### config.mk
export PLATFORM = sky130hd
export DESIGN_NAME = ovr_i_shutdown
export DESIGN_NICKNAME = d
export VERILOG_FILES = /design/src/rtl/ovr_i_shutdown_pkg.sv /design/src/rtl/sync2.sv /design/src/rtl/ovr_i_shutdown.sv
export SDC_FILE = /design/constraint.sdc
export NUM_CORES = 1
export LEC_CHECK = 0
export BUFFER_PORTS_ARGS = -buffer_cell sky130_fd_sc_hd__buf_4
export CELL_PAD_IN_SITES_DETAIL_PLACEMENT = 2
export CELL_PAD_IN_SITES_GLOBAL_PLACEMENT = 2
export CORE_ASPECT_RATIO = 1.2
export CORE_MARGIN = 3
export CORE_UTILIZATION = 35
export CTS_CLUSTER_DIAMETER = 50
export DETAILED_ROUTE_END_ITERATION = 8
export PLACE_DENSITY = 0.78
export SETUP_SLACK_MARGIN = 0.1
export SYNTH_ARGS = -nofsm -noshare
export SYNTH_HDL_FRONTEND = slang
export SYNTH_HIERARCHICAL = 1
export SYNTH_SLANG_ARGS = --single-unit
### constraint.sdc
create_clock -name clk -period 4.3 [get_ports clk]
set_clock_uncertainty 0.2 [all_clocks]
set_input_delay 0.645 -clock clk [delete_from_list [all_inputs] [get_ports clk]]
set_output_delay 0.645 -clock clk [all_outputs]
set_load 0.02 [all_outputs]
### src/rtl/ovr_i_shutdown_pkg.sv
// ovr_i_shutdown_pkg: shared motor-drive types and constants
package ovr_i_shutdown_pkg;
  typedef enum logic [1:0] {RUN, TRIPPED, RECOVER} sd_state_t;
  localparam int PWM_PERIOD = 2048;
endpackage

### src/rtl/sync2.sv
// sync2: two-flop synchroniser for asynchronous single-bit inputs
module sync2 (
  input  logic clk,
  input  logic rst_n,
  input  logic d,
  output logic q
);
  logic m;
  always_ff @(posedge clk or negedge rst_n)
    if (!rst_n) {q, m} <= 2'b00;
    else {q, m} <= {m, d};
endmodule

### src/rtl/ovr_i_shutdown.sv
// ovr_i_shutdown: over-current period counting, trip FSM and trip statistics
module ovr_i_shutdown
  import ovr_i_shutdown_pkg::*;
#(
  parameter int OVR_LIMIT = 4
) (
  input  logic       clk,
  input  logic       rst_n,
  input  logic       OVR_I,
  input  logic       PWM_synch,
  input  logic       OVR_I_blank_n,
  input  logic       clr_shutdown,
  output logic       shutdown,
  output logic [3:0] ovr_consec,
  output logic [7:0] trip_cnt
);
  sd_state_t state;
  logic ovr_s, flag, hit;
  logic [3:0] nxt;
  sync2 u_sync (.clk(clk), .rst_n(rst_n), .d(OVR_I), .q(ovr_s));
  // hit covers the flag so far plus this cycle, so a synch-cycle event still counts
  assign hit = flag | (ovr_s & OVR_I_blank_n);
  assign nxt = (ovr_consec == 4'd15) ? 4'd15 : ovr_consec + 4'd1;
  always_ff @(posedge clk or negedge rst_n)
    if (!rst_n) begin
      state      <= RUN;
      shutdown   <= 1'b0;
      ovr_consec <= 4'd0;
      trip_cnt   <= 8'd0;
      flag       <= 1'b0;
    end else begin
      flag <= (PWM_synch || (state == TRIPPED && clr_shutdown)) ? 1'b0 : hit;
      case (state)
        RUN: if (PWM_synch) begin
          ovr_consec <= hit ? nxt : 4'd0;
          if (hit && nxt == 4'(OVR_LIMIT)) begin
            state    <= TRIPPED;
            shutdown <= 1'b1;
            trip_cnt <= (trip_cnt == 8'hFF) ? trip_cnt : trip_cnt + 8'd1;
          end
        end
        TRIPPED: if (clr_shutdown) begin
          state      <= RECOVER;
          ovr_consec <= 4'd0;
        end
        RECOVER: if (PWM_synch && !hit) begin
          state    <= RUN;
          shutdown <= 1'b0;
        end
        default: begin
          state    <= RUN;
          shutdown <= 1'b0;
        end
      endcase
    end
endmodule

==> results of run 1 <==
==> repair_timing <==
| item | in CTS | in global routing |
|---|---|---|
| hold buffers | 1 | 0 |
| gates resized for setup | 0 | 0 |
| endpoints found under the hold margin | 5 | 0 |
| setup endpoints to repair | 0 | 0 |
==> synthesized netlist by cell type (2+ instances only) <==
| cell type | count | area (µm²) |
|---|---|---|
| xor2_1 | 4 | 35.0 |
| a31oi_1 | 2 | 12.5 |
| nand3_1 | 2 | 10.0 |
| ha_1 | 2 | 25.0 |
| o21ai_0 | 7 | 35.0 |
| a21oi_1 | 6 | 30.0 |
| nor2_1 | 4 | 15.0 |
| nand3_2 | 2 | 20.0 |
| nand2_1 | 8 | 30.0 |
| inv_1 | 4 | 15.0 |
| dfrtp_1 | 18 | 450 |
==> metal layers <==
metal	vias to the layer above	global-route usage (%)	part of all wire [%]
met5	-	0	0
met4	0	5.62	0.58
met3	2	2.21	3.4
met2	10	27.3	54
met1	348	17.8	42
li1	341	-	-
==> area by class of cell <==
class / count / area (µm²) / area share (%)
well taps: 31 / 38.8 / 3.55
flip-flops and latches: 18 / 450 / 41.2
multi-input cells: 59 / 408 / 37.3
inverters: 4 / 15.0 / 1.37
clock buffers: 4 / 36.3 / 3.32
repair buffers: 19 / 145 / 13.3
==> power by group <==
| group | internal (µW) | total, µW | leakage, µW | switching [µW] |
|---|---|---|---|---|
| Sequential | 176 | 183 | 0.000239 | 7.31 |
| Clock | 51.6 | 105 | 0.0000210 | 53.1 |
| Combinational | 17.6 | 43.6 | 0.000269 | 26.0 |
| Total | 245 | 331 | 0.000529 | 86.4 |
==> critical path, stage by stage, from the launching register on <==
cell	delay, ps
dfrtp_1	460
ha_1	280
or4b_1	540
nand3_2	130
nand4_2	200
nor3_1	300
xor2_1	180
==> path summary, 6_finish.rpt <==
path	startpoint	end	slack, ps	depth (start not counted)
min in group asynchronous	rst_n	ovr_consec[2]	560	2
max	ovr_consec[1]	trip_cnt[5]	1960	6
min	u_sync/m	u_sync/q	170	0
max in group asynchronous	rst_n	flag	3130	2
max reg2reg	ovr_consec[1]	trip_cnt[5]	1960	6
min reg2reg	u_sync/m	u_sync/q	170	0
==> per-stage QoR <==
step           power, µW  hold slack [ps]  instance area (µm²)  util (%)  setup WS, ps
3_5_place_dp         230              148                 1050      45.0          1870
2_1_floorplan        208              131                  873         -          2060
5_1_grt              351              179                 1090      46.9          1770
6_report             331              166                 1090      46.9          1960
3_3_place_gp         228              149                 1050      45.0          1970
4_1_cts              336              172                 1090      46.9          1920
==> flip-flops by register name (all words and copies together), names as in the netlist <==
name	count
u_sync/q	1
flag	1
u_sync/m	1
shutdown	1
state	2
trip_cnt	8
ovr_consec	4
==> kinds of logic (layout without fill, tap and decap cells) <==
group                    Yosys count  in the layout  synth area share [%]
AND/OR/NAND/NOR                   32             32                  23.9
XOR/XNOR                           5              5                  5.01
buffers and inverters              4             27                  1.72
adder cells (fa/ha/maj)            2              2                  2.86
flip-flops                        18             18                  51.6
AO/OA/AOI/OAI                     18             18                  11.9
multiplexers                       2              2                  3.01
==> results.tsv, run 1 <==
stage	metric	value	unit
floorplan	row count	19	
clock_network	worst skew pair latency	290	ps
floorplan	Core Region	2330	µm²
sta	maximum clock rate	0.428	GHz
yosys	sequential share of the synthesized area	51.6	%
power	VDD IR-drop max	0.166	mV
floorplan	Die Y	60.7	µm
global_route	Overflow after GRT	0	
critical_path	critical path class	flop to flop	
routing	DRT Pass-1 Iters	4	
critical_path	Worst Setup Start Kind	flop	
yosys	Seq cells post-synth	18	
routing	Vias/cell	5.19	
clock_network	clk buf depth	2	
routing	vias	701	
global_route	vias in the first global route	757	
yosys	ys flop type	dfrtp_1	
yosys	Avg Inst Size Synth	10.8	µm²
clock_network	Clock Sinks	18	
yosys	Net Count, Synth	89	
routing	Routed WL	2060	µm
sta	RSZ-0062 raised after global routing	no	
sta	Final Cycle Share	54.4	%
global_route	largest net degree at the start of global routing	19	
place	DP Cell Count	130	
flow_run	Max Cap Viol	0	
critical_path	Critical Path End Type	flop	
sta	final setup fails	0	
yosys	Mapped Area	873	µm²
final_layout	most frequent cells in the layout	18 x dfrtp_1, 18 x buf_4, 8 x nand2_1	
sta	final-report hold violation count	0	
floorplan	Initial Util	37.5	%
routing	Avg WL per Cell	15.3	µm
critical_path	CP max FO	7	
power	Pleak	0.000529	µW
routing	ANT nets after route	0	
routing	initial drt markers	7	
clock_network	clk root buf	clkbuf_4	
outcome	outcome	finished, final reports clean	
floorplan	Die X	51.6	µm
clock_network	clock-pin slew on the worst setup and hold paths	110	ps
place	DP HPWL	1510	µm
final_layout	filler cell count	283	
place	routability cong.	0.739	
critical_path	Worst Path Required	4330	ps
yosys	synth warn	6	
final_layout	non-filler cells, final	135	
yosys	Mapped Cells	81	
clock_network	total CTS buffers	3	
final_layout	layout cells sized above 1	31.7	%
min_path	Hold Crit Class	flop to flop	
final_layout	antenna cells	0	
final_layout	Nets	113	
power	power density over cell area	303	nW/µm²
sta	Worst-Margin Slew	482	ps
sta	Slew HR	67.7	%
sta	setup_tns	0	ps
final_layout	Syn-to-layout area delta	25.2	%
floorplan	IO Count	19	
routing	drt drc	0	
critical_path	Arr. time, crit path	2370	ps
clock_network	CTS H-tree lvls	1	
yosys	EDFF count, synth	0	
floorplan	die area	3130	µm²
global_route	antenna violations before repair	0	
global_route	Tot GR Track Use	15.0	%
yosys	Synth cell types	33	
global_route	first-pass GRT wire length	3490	µm
clock_network	CTS tree	done	
place	Port Buffer Count	18	
clock_network	Post-CTS Setup Bufs	0	
sta	max-slew violation count	0	
sta	Tmin final	2340	ps
yosys	fraction of registers with async set/reset	100	%
Note: power is estimated with default switching activity, not from simulation.
==> inputs of run 2 (changes only) <==
--- a/config.mk
+++ b/config.mk
@@ -10,10 +10,10 @@
 export CELL_PAD_IN_SITES_GLOBAL_PLACEMENT = 2
 export CORE_ASPECT_RATIO = 1.2
 export CORE_MARGIN = 3
-export CORE_UTILIZATION = 35
+export CORE_UTILIZATION = 29
 export CTS_CLUSTER_DIAMETER = 50
 export DETAILED_ROUTE_END_ITERATION = 8
-export PLACE_DENSITY = 0.78
+export PLACE_DENSITY = 0.68
 export SETUP_SLACK_MARGIN = 0.1
 export SYNTH_ARGS = -nofsm -noshare
 export SYNTH_HDL_FRONTEND = slang
==> constraint.sdc (replaced) <==
create_clock -name clk -period 1.9 [get_ports clk]
set_clock_uncertainty 0.2 [all_clocks]
set_input_delay 0.285 -clock clk [delete_from_list [all_inputs] [get_ports clk]]
set_output_delay 0.285 -clock clk [all_outputs]
set_load 0.02 [all_outputs]
==> run 2 against run 1 <==
  * The flow now finishes with violations (setup timing)
  * First-iteration DRC count grew to 2.6 times the previous value
  * Cell area rose by 19%
  * Total power is 130% higher
  * Clock-buffer cell count unchanged
  * Routed wire length grew 14%
  * Via count increased by 13%
  * Utilization down 1.0 points
  * Maximum frequency increased by 13%
  * Clock power grew 87%
  * Sequential share of layout area decreased by 6.4 points
  * Sequential cell count unchanged
  * Critical endpoint is now trip_cnt[6]
  * Largest power group unchanged
==> results.tsv, run 2 (same netlist as run 1, synthesis figures left out) <==
stage	metric	value	unit
outcome	outcome	finished, violations left	
outcome	failing checks	setup timing	
clock_network	Clock Sinks	18	
floorplan	Core Region	2840	µm²
clock_network	clk buf depth	2	
critical_path	RR Startpoint	ovr_consec[0]	
routing	ANT nets after route	0	
floorplan	Die X	56.1	µm
sta	final-report hold violation count	0	
place	routability cong.	0.792	
routing	DRT Pass-1 Iters	2	
clock_network	clk root buf	clkbuf_4	
clock_network	total CTS buffers	3	
routing	Avg WL per Cell	15.2	µm
critical_path	Worst Reg-to-Reg Cells	6	
global_route	Tot GR Track Use	13.9	%
final_layout	Nets	130	
clock_network	clock-pin slew on the worst setup and hold paths	110	ps
floorplan	Die Y	66.1	µm
final_layout	layout cells sized above 1	45.5	%
global_route	Overflow after GRT	0	
critical_path	Critical Path End Type	flop	
sta	maximum clock rate	0.483	GHz
floorplan	IO Count	19	
clock_network	worst skew pair latency	290	ps
routing	Vias/cell	5.09	
power	power density over cell area	584	nW/µm²
sta	final setup fails	8	
place	DP HPWL	1870	µm
place	dpl cell area	1160	µm²
critical_path	critical path class	flop to flop	
sta	Slew HR	75.1	%
routing	Routed WL	2360	µm
global_route	antenna violations before repair	0	
critical_path	critical path endpoint	trip_cnt[6]	
critical_path	CP max FO	3	
sta	Worst-Margin Slew	373	ps
min_path	Hold Path Depth	3	
final_layout	filler cell count	308	
critical_path	R2R setup slack	-170	ps
power	Pleak	0.000664	µW
place	Port Buffer Count	18	
critical_path	Worst Setup Start Kind	flop	
final_layout	antenna cells	0	
sta	final setup margin	-169	ps
power	VDD IR-drop max	0.354	mV
sta	max-slew violation count	0	
final_layout	max reg flops	8	
routing	vias	789	
critical_path	worst r2r dst	trip_cnt[6]	
clock_network	CTS H-tree lvls	1	
sta	RSZ-0062 raised after global routing	yes	
routing	drt drc	0	
final_layout	Core Util, Final	45.9	%
clock_network	CTS tree	done	
sta	Final Cycle Share	109	%
final_layout	Syn-to-layout area delta	49.1	%
final_layout	Biggest register	trip_cnt	
sta	Tmin final	2070	ps
global_route	vias in the first global route	858	
min_path	Hold Crit Class	input port to flop	
final_layout	fin area	1300	µm²
final_layout	most frequent cells in the layout	32 x buf_4, 16 x dfrtp_1, 8 x nand2_1	
flow_run	Max Cap Viol	0	
critical_path	Arr. time, crit path	2040	ps
final_layout	most common cell after layout, fill and taps aside	buf_4	
critical_path	Worst Path Required	1870	ps
floorplan	row count	21	
routing	initial drt markers	18	
critical_path	Crit. Startpoint	ovr_consec[0]	
floorplan	Initial Util	30.8	%
global_route	largest net degree at the start of global routing	19	
global_route	first-pass GRT wire length	4100	µm
floorplan	die area	3710	µm²
final_layout	Regs by FF count	trip_cnt: 8 flops, ovr_consec: 4 flops, state: 2 flops	
run 2: how the worst min path moves through the flow:
stage,startpoint,end
2_1_floorplan,rst_n,flag
3_3_place_gp,rst_n,trip_cnt[3]
3_5_place_dp,rst_n,trip_cnt[3]
4_1_cts,clr_shutdown,state[1]
5_1_grt,clr_shutdown,state[0]
6_report,clr_shutdown,state[1]
run 2: critical path: stages, from the launching register on:
cell and delay (ps):
dfrtp_2 440, ha_4 170, or4b_4 490, nand3_4 100, and3_4 190, nand3_2 70
mux2_4 290
run 2: stage by stage:
stage	total power, µW	TNS [ps]	cells	setup slack (ps)	hold slack [ps]
3_3_place_gp	542	-940	145	-152	-32.9
5_1_grt	805	-1450	155	-249	141
6_report	761	-863	155	-169	83.6
4_1_cts	768	-968	155	-205	104
2_1_floorplan	478	-655	81	-198	-211
3_5_place_dp	550	-1260	145	-206	-30.5
run 2: area by class of cell:
| class | instances | area [µm²] | share of cell area [%] |
|---|---|---|---|
| multi-input combinational | 59 | 484 | 37.2 |
| sequential | 18 | 453 | 34.8 |
| timing repair buffer | 36 | 282 | 21.6 |
| clock buffer | 4 | 26.3 | 2.02 |
| tap | 34 | 42.5 | 3.27 |
| inverter | 4 | 15.0 | 1.15 |
run 2: where the power goes:
part | internal (µW) | switching (µW)
sequential | 399 | 11.5
combinational | 73.8 | 81.2
clock | 81.5 | 115
total | 554 | 207
run 2: per-layer routing:
| layer | vias to the layer above | routed length (µm) | GRT usage, % |
|---|---|---|---|
| li1 | 373 | - | - |
| met1 | 403 | 966 | 17.7 |
| met2 | 11 | 1320 | 25.0 |
| met3 | 2 | 62 | 1.37 |
| met4 | 0 | 8 | 3.56 |
| met5 | - | 0 | 0 |
run 2: what timing repair did:
action	4_1_cts	5_1_grt
setup endpoints to repair	10	12
pin swaps	2	1
gates resized for setup	6	6
hold buffers	3	0
buffers inserted	3	0
hold endpoints to repair	20	0
